$ cat src/rtl/nand_reduce_pipe_pkg.sv
// Shared definitions for the NAND/AND reduction pipeline.
//   - MODE_* : per-transaction operation encoding carried alongside the data
//   - *_MIN/*_MAX : legal parameter ranges
//   - tree_levels / stage_levels / stage_first : how the AND tree depth is
//     spread over the register stages
package nand_reduce_pipe_pkg;

  localparam logic MODE_NAND = 1'b0;
  localparam logic MODE_AND  = 1'b1;

  localparam int WIDTH_MIN  = 1;
  localparam int NUM_IN_MIN = 2;
  localparam int NUM_IN_MAX = 16;
  localparam int STAGES_MIN = 1;
  localparam int STAGES_MAX = 4;

  // ceil(log2(n)) levels of 2-input AND
  function automatic int tree_levels(input int n);
    int l;
    l = 0;
    for (int i = 0; i < 32; i++)
      if ((1 << l) < n) l = l + 1;
    return l;
  endfunction

  // Levels evaluated in front of register s; leftovers go to the early stages
  function automatic int stage_levels(input int s, input int lv, input int stages);
    return lv / stages + ((s < lv % stages) ? 1 : 0);
  endfunction

  // First tree level evaluated in front of register s
  function automatic int stage_first(input int s, input int lv, input int stages);
    return s * (lv / stages) + ((s < lv % stages) ? s : lv % stages);
  endfunction

endpackage

$ cat src/rtl/nand_pipe_stage.sv
// One elastic register stage with valid/ready handshake.
//   i_clk, i_rst_n : clock, async active-low reset
//   i_valid/o_ready : upstream handshake (o_ready is combinational from i_ready)
//   i_data          : data to capture
//   o_valid/i_ready : downstream handshake
//   o_data          : registered data, held while stalled
module nand_pipe_stage #(
  parameter int DW = 8
) (
  input  logic          i_clk,
  input  logic          i_rst_n,
  input  logic          i_valid,
  output logic          o_ready,
  input  logic [DW-1:0] i_data,
  output logic          o_valid,
  output logic [DW-1:0] o_data,
  input  logic          i_ready
);

  logic          r_valid;
  logic [DW-1:0] r_data;
  logic          w_load;

  // Load when empty or when the current entry leaves this cycle
  assign w_load  = ~r_valid | i_ready;
  assign o_ready = w_load;
  assign o_valid = r_valid;
  assign o_data  = r_data;

  always_ff @(posedge i_clk or negedge i_rst_n) begin
    if (!i_rst_n) begin
      r_valid <= 1'b0;
      r_data  <= '0;
    end else if (w_load) begin
      r_valid <= i_valid;
      // Bubbles leave the data untouched so the output never glitches
      if (i_valid) r_data <= i_data;
    end
  end

endmodule

$ cat src/rtl/nand_reduce_pipe.sv
// Pipelined multi-operand NAND/AND reduction with valid/ready on both sides.
//   CLK, R              : clock, async active-low reset
//   A, MODE, VALID_IN   : operands (operand k at [k*WIDTH +: WIDTH]), op select
//   READY_IN            : transaction accepted when VALID_IN & READY_IN
//   Y, VALID_OUT        : registered result
//   READY_OUT           : result retired when VALID_OUT & READY_OUT
//   BUSY                : any stage holds valid data
module nand_reduce_pipe import nand_reduce_pipe_pkg::*; #(
  parameter int WIDTH  = 8,
  parameter int NUM_IN = 2,
  parameter int STAGES = 2
) (
  input  logic                    CLK,
  input  logic                    R,
  input  logic [NUM_IN*WIDTH-1:0] A,
  input  logic                    MODE,
  input  logic                    VALID_IN,
  output logic                    READY_IN,
  output logic [WIDTH-1:0]        Y,
  output logic                    VALID_OUT,
  input  logic                    READY_OUT,
  output logic                    BUSY
);

  localparam int LV = tree_levels(NUM_IN);
  localparam int NP = 1 << LV;           // operand count padded to a power of two
  localparam int OW = NP * WIDTH;
  localparam int DW = OW + 1;            // {mode, operands}

  if (WIDTH < WIDTH_MIN || NUM_IN < NUM_IN_MIN || NUM_IN > NUM_IN_MAX ||
      STAGES < STAGES_MIN || STAGES > STAGES_MAX) begin : g_bad_param
    $error("nand_reduce_pipe: illegal parameter set");
  end

  // Apply tree levels [first, first+nlev). After a level the surviving
  // partial products sit in the low slots; vacated slots are set to all-ones.
  function automatic logic [OW-1:0] tree_slice(input logic [OW-1:0] v,
                                               input int first, input int nlev);
    logic [OW-1:0] r;
    r = v;
    for (int lv = 0; lv < LV; lv++) begin
      if (lv >= first && lv < first + nlev) begin
        for (int k = 0; k < NP / 2; k++)
          if (k < (NP >> (lv + 1)))
            r[k*WIDTH +: WIDTH] = r[2*k*WIDTH +: WIDTH] & r[(2*k+1)*WIDTH +: WIDTH];
        for (int k = 0; k < NP; k++)
          if (k >= (NP >> (lv + 1)))
            r[k*WIDTH +: WIDTH] = '1;
      end
    end
    return r;
  endfunction

  // Remaining levels plus the optional inversion in front of the output register
  function automatic logic [WIDTH-1:0] final_slice(input logic [OW-1:0] v,
                                                   input int first, input int nlev,
                                                   input logic mode);
    logic [OW-1:0] t;
    t = tree_slice(v, first, nlev);
    return t[WIDTH-1:0] ^ {WIDTH{mode == MODE_NAND}};
  endfunction

  logic [STAGES:0]            w_vld;   // [0] = VALID_IN, [s+1] = stage s valid
  logic [STAGES:0]            w_rdy;   // [s] = stage s ready, [STAGES] = READY_OUT
  logic [STAGES-1:0][DW-1:0]  w_q;     // [0] = input word, [s] = stage s-1 data
  logic [OW-1:0]              w_pad;
  logic [WIDTH-1:0]           w_y;

  // Padding operands are all-ones, the identity of AND
  always_comb begin
    w_pad = '1;
    w_pad[NUM_IN*WIDTH-1:0] = A;
  end

  assign w_q[0]        = {MODE, w_pad};
  assign w_vld[0]      = VALID_IN;
  assign w_rdy[STAGES] = READY_OUT;

  for (genvar s = 0; s < STAGES; s++) begin : g_stg
    localparam int FIRST = stage_first(s, LV, STAGES);
    localparam int NLEV  = stage_levels(s, LV, STAGES);
    if (s < STAGES - 1) begin : g_mid
      logic [DW-1:0] w_d;
      assign w_d = {w_q[s][OW], tree_slice(w_q[s][OW-1:0], FIRST, NLEV)};
      nand_pipe_stage #(.DW(DW)) u_stage (
        .i_clk   (CLK),
        .i_rst_n (R),
        .i_valid (w_vld[s]),
        .o_ready (w_rdy[s]),
        .i_data  (w_d),
        .o_valid (w_vld[s+1]),
        .o_data  (w_q[s+1]),
        .i_ready (w_rdy[s+1])
      );
    end else begin : g_last
      // Output stage keeps only the result; mode is consumed here
      logic [WIDTH-1:0] w_d;
      assign w_d = final_slice(w_q[s][OW-1:0], FIRST, NLEV, w_q[s][OW]);
      nand_pipe_stage #(.DW(WIDTH)) u_stage (
        .i_clk   (CLK),
        .i_rst_n (R),
        .i_valid (w_vld[s]),
        .o_ready (w_rdy[s]),
        .i_data  (w_d),
        .o_valid (w_vld[s+1]),
        .o_data  (w_y),
        .i_ready (w_rdy[s+1])
      );
    end
  end

  assign READY_IN  = w_rdy[0];
  assign VALID_OUT = w_vld[STAGES];
  assign Y         = w_y;
  assign BUSY      = |w_vld[STAGES:1];

endmodule

$ cat config.mk
export PLATFORM = sky130hd
export DESIGN_NAME = nand_reduce_pipe
export DESIGN_NICKNAME = d
export VERILOG_FILES = /design/src/rtl/nand_reduce_pipe_pkg.sv /design/src/rtl/nand_pipe_stage.sv /design/src/rtl/nand_reduce_pipe.sv
export SDC_FILE = /design/constraint.sdc
export NUM_CORES = 1
export LEC_CHECK = 0
export CAP_MARGIN = 0
export CORE_MARGIN = 4
export CORE_UTILIZATION = 59
export DETAILED_ROUTE_END_ITERATION = 10
export DONT_BUFFER_PORTS = 1
export PLACE_DENSITY = 0.79
export SLEW_MARGIN = 30
export SYNTH_ARGS = -nofsm -noshare
export SYNTH_HDL_FRONTEND = slang
export SYNTH_SLANG_ARGS = --single-unit
$ cat constraint.sdc
create_clock -name CLK -period 1.6 [get_ports CLK]
set_input_delay 0.32 -clock CLK [delete_from_list [all_inputs] [get_ports CLK]]
set_output_delay 0.32 -clock CLK [all_outputs]
set_load 0.05 [all_outputs]
==> summary.md <==
| Metric | Value |
|---|---|
| Met3 routed WL | 161 um |
| Switching share of power | 41.97% |
| Final hold violations | 0 |
| Antenna violations before repair | 0 |
| Final setup vio count | 0 |
| Avg Cell Area, Syn | 13.70 um^2 |
| Clock latency on the worst-skew pair | 0.29 ns |
| H-tree Lvls | 1 |
| Area leader, netlist | dfrtp_1 |
| DRC violations left | 0 |
| DR iter-0 viols | 1 |
| Maxcap violations | 0 |
| CP bufs+invs | 0 |
| Reg power frac | 67.6% |
| Top Metal Used | met4 |
| Placer Congestion | 0.6834 |
| Power per cell area | 1514 mW/mm^2 |
| Vias per cell | 5.866 |
| CTS buffer count | 3 |
| Placement Cell Area | 877.1 um^2 |
| Nature of the critical path endpoint | primary output |
| Power Total | 1.385 mW |
| Synth top cells by count | 19 x dfrtp_1, 8 x mux2_2, 8 x nand3_1, 8 x o2bb2ai_1, 8 x xnor2_1 |
| Mapped Nets | 84 |
| Post-route cell area | 914.6 um^2 |
| Vias in the first global route | 495 |
| IO Pins | 32 |
| Top delay family on crit path | simple AND/OR/NAND/NOR gates |
| Util after Layout | 68.57% |
| RSZ-0062 raised after global routing | false |
| Max clock buf depth | 2 |
| Share of layout cells above drive strength 1 | 31.34% |
| CP Max Fanout | 3 |
| Final ANT Viol Nets | 0 |
| Die Ht | 46.25 um |
| Cells after synthesis | 63 |
| First-pass GRT wire length | 2.145 mm |
| Initial Utilization | 64.73% |
| Clock Skew | 0.01126 ns |
| Synthesis-to-finish area growth | 5.942% |
| Critical path, cell by cell | or2_2 |
| CTS tree | done |
| First-pass DRT Iterations | 2 |
| Via Count | 481 |
| Count leader, synth | dfrtp_1 |
| Slew @ Worst Pin | 0.7817 ns |
| Hpwl dp | 1.052 mm |
| # Post-CTS Setup Buffers | 0 |
| Die area | 0.002139 mm^2 |
| Int Power | 803.7 uW |
| Top_reg_cell synth | dfrtp_1 |
| Setup TNS | 0 ns |
| Met2 wire len | 676 um |
| Worst hold-check path type | in -> reg |
| Max Slew Vio Count | 0 |
| VDD IR max | 1.046 mV |
| Status | finished clean |
| Core area | 0.001334 mm^2 |
| Ys async rst share | 100.0% |
| Routed WL | 1.332 mm |
| Clk sinks | 19 |
| Highest-delay cell along the critical path | or2_2 |
| Number of synthesis warnings | 0 |
| Worst path arrival time | 1.16 ns |
| NetSw | 581.3 uW |
| Largest net degree at the start of global routing | 20 |
| Dominant cells by area after synthesis | dfrtp_1 55%, mux2_2 10%, o2bb2ai_1 8.1% |
| Sequential share of the synthesized area | 55.07% |
| Unique masters post-synth | 17 |
| CP max stage delay | 0.44 ns |
| Worst Path Required | 1.28 ns |
| Combinational Power Share | 16.3% |
| Clock Tree Root | clkbuf_4 |
| Final min period | 1.478 ns |
| Antenna cells | 0 |
| Final period util | 92.39% |
| Rel. slew slack | 47.72% |
| Row count | 13 |
| Avg WL per Cell | 16.24 um |
| Reg clk slew, reported paths | 0.10 ns |
| Total gr overflow | 0 |
| Flops & latches, synth | 19 |
| Met1 layer wirelength in the final routing | 482 um |
| FILL cells | 109 |
| Number of synthesized flops with an enable pin | 0 |
| Final #Nets | 89 |
| Critical path start-end classification | reg -> out |
| PortBufs | 0 |
| Die width | 46.25 um |
| Leakage | 0.3814 nW |
| Startpoint types | register |
| Mapped Area | 863.3 um^2 |
| GR Util All Layers | 14.76% |
| Max Clk Rate | 0.6765 GHz |
| Share of Yosys cell area claimed by the top area cell type | 55.07% |
| Clk pwr share | 16.1% |
| Post-cts sizing count | 0 |
path summary, 6_finish.rpt:
path / start / to / slack, ns / cells after the start
setup / recovery: g_stg[1].g_last.u_stage.o_valid$_DFFE_PN0P_ / BUSY / 0.12 / 1
hold / removal: VALID_IN / g_stg[0].g_mid.u_stage.o_valid$_DFFE_PN0P_ / 0.12 / 1
setup reg to reg: g_stg[1].g_last.u_stage.o_valid$_DFFE_PN0P_ / g_stg[0].g_mid.u_stage.o_data[16]$_DFFE_PN0P_ / 0.31 / 5
hold reg to reg: g_stg[0].g_mid.u_stage.o_data[4]$_DFFE_PN0P_ / g_stg[0].g_mid.u_stage.o_data[4]$_DFFE_PN0P_ / 0.52 / 1
max in group asynchronous: R / g_stg[0].g_mid.u_stage.o_data[3]$_DFFE_PN0P_ / 0.56 / 1
min in group asynchronous: R / g_stg[1].g_last.u_stage.o_valid$_DFFE_PN0P_ / 0.54 / 1
flip-flops by register name, summed over array words and instances, names as in the netlist:
register / count
g_stg.g_mid.u_stage.o_data: 9
g_stg.g_last.u_stage.o_data: 8
g_stg.g_mid.u_stage.o_valid: 1
g_stg.g_last.u_stage.o_valid: 1
final cells by class:
cell class                 count  area (um^2)  area share, %
timing repair buffer           2        17.52          1.915
tap                           15        18.77          2.052
clock inverter                 1        5.005         0.5472
sequential                    19        475.5          51.98
multi-input combinational     40        362.8          39.67
clock buffer                   3        22.52          2.462
inverter                       2        12.51          1.368
power by group through the flow:
stage	logic [mW]	registers, mW	clock network, mW
after CTS	0.231	0.940	0.234
after global placement	0.213	0.947	0
after floorplan	0.210	0.926	0
after global routing	0.255	0.953	0.257
after detailed placement	0.220	0.950	0
final	0.226	0.936	0.222
logic make-up after synthesis:
family                 share of synthesized area [%]
AO/OA/AOI/OAI                                  8.116
XOR/XNOR                                       8.116
buffers and inverters                          2.898
flip-flops                                     55.07
multiplexers                                   12.17
AND/OR/NAND/NOR                                13.62
layer usage:
| layer | vias to the layer above | track usage, % |
|---|---|---|
| met3 | 2 | 9.375 |
| met4 | 0 | 3.409 |
| met1 | 231 | 16.17 |
| li1 | 229 | - |
| met2 | 19 | 23.90 |
| met5 | - | 0 |
cell usage in the layout, fill, tap and decap left out, drive strengths merged:
master	Yosys	layout
or2	1	1
clkinv	0	1
o2bb2ai	8	8
nor2	1	1
nand3	8	8
clkbuf	0	3
buf	2	1
xnor2	8	8
or2b	1	1
nand2	3	3
mux2	9	9
inv	2	2
nand2b	1	1
dfrtp	19	19
dlygate4sd3	0	1
stage by stage:
step	std cells	hold slack, ns	setup slack (ns)
floorplan	63	0.02441	0.02985
global placement	77	0.02485	0.3252
detailed placement	77	0.02484	0.3073
CTS	82	0.1202	0.1100
global route	82	0.1090	0.08614
finish	82	0.1249	0.1217
what timing repair did:
| item | CTS | global route |
|---|---|---|
| hold buffers | 1 | 0 |
| hold endpoints to repair | 19 | 0 |
| setup endpoints to repair | 0 | 0 |
Note: power is estimated with default switching activity, not from simulation.
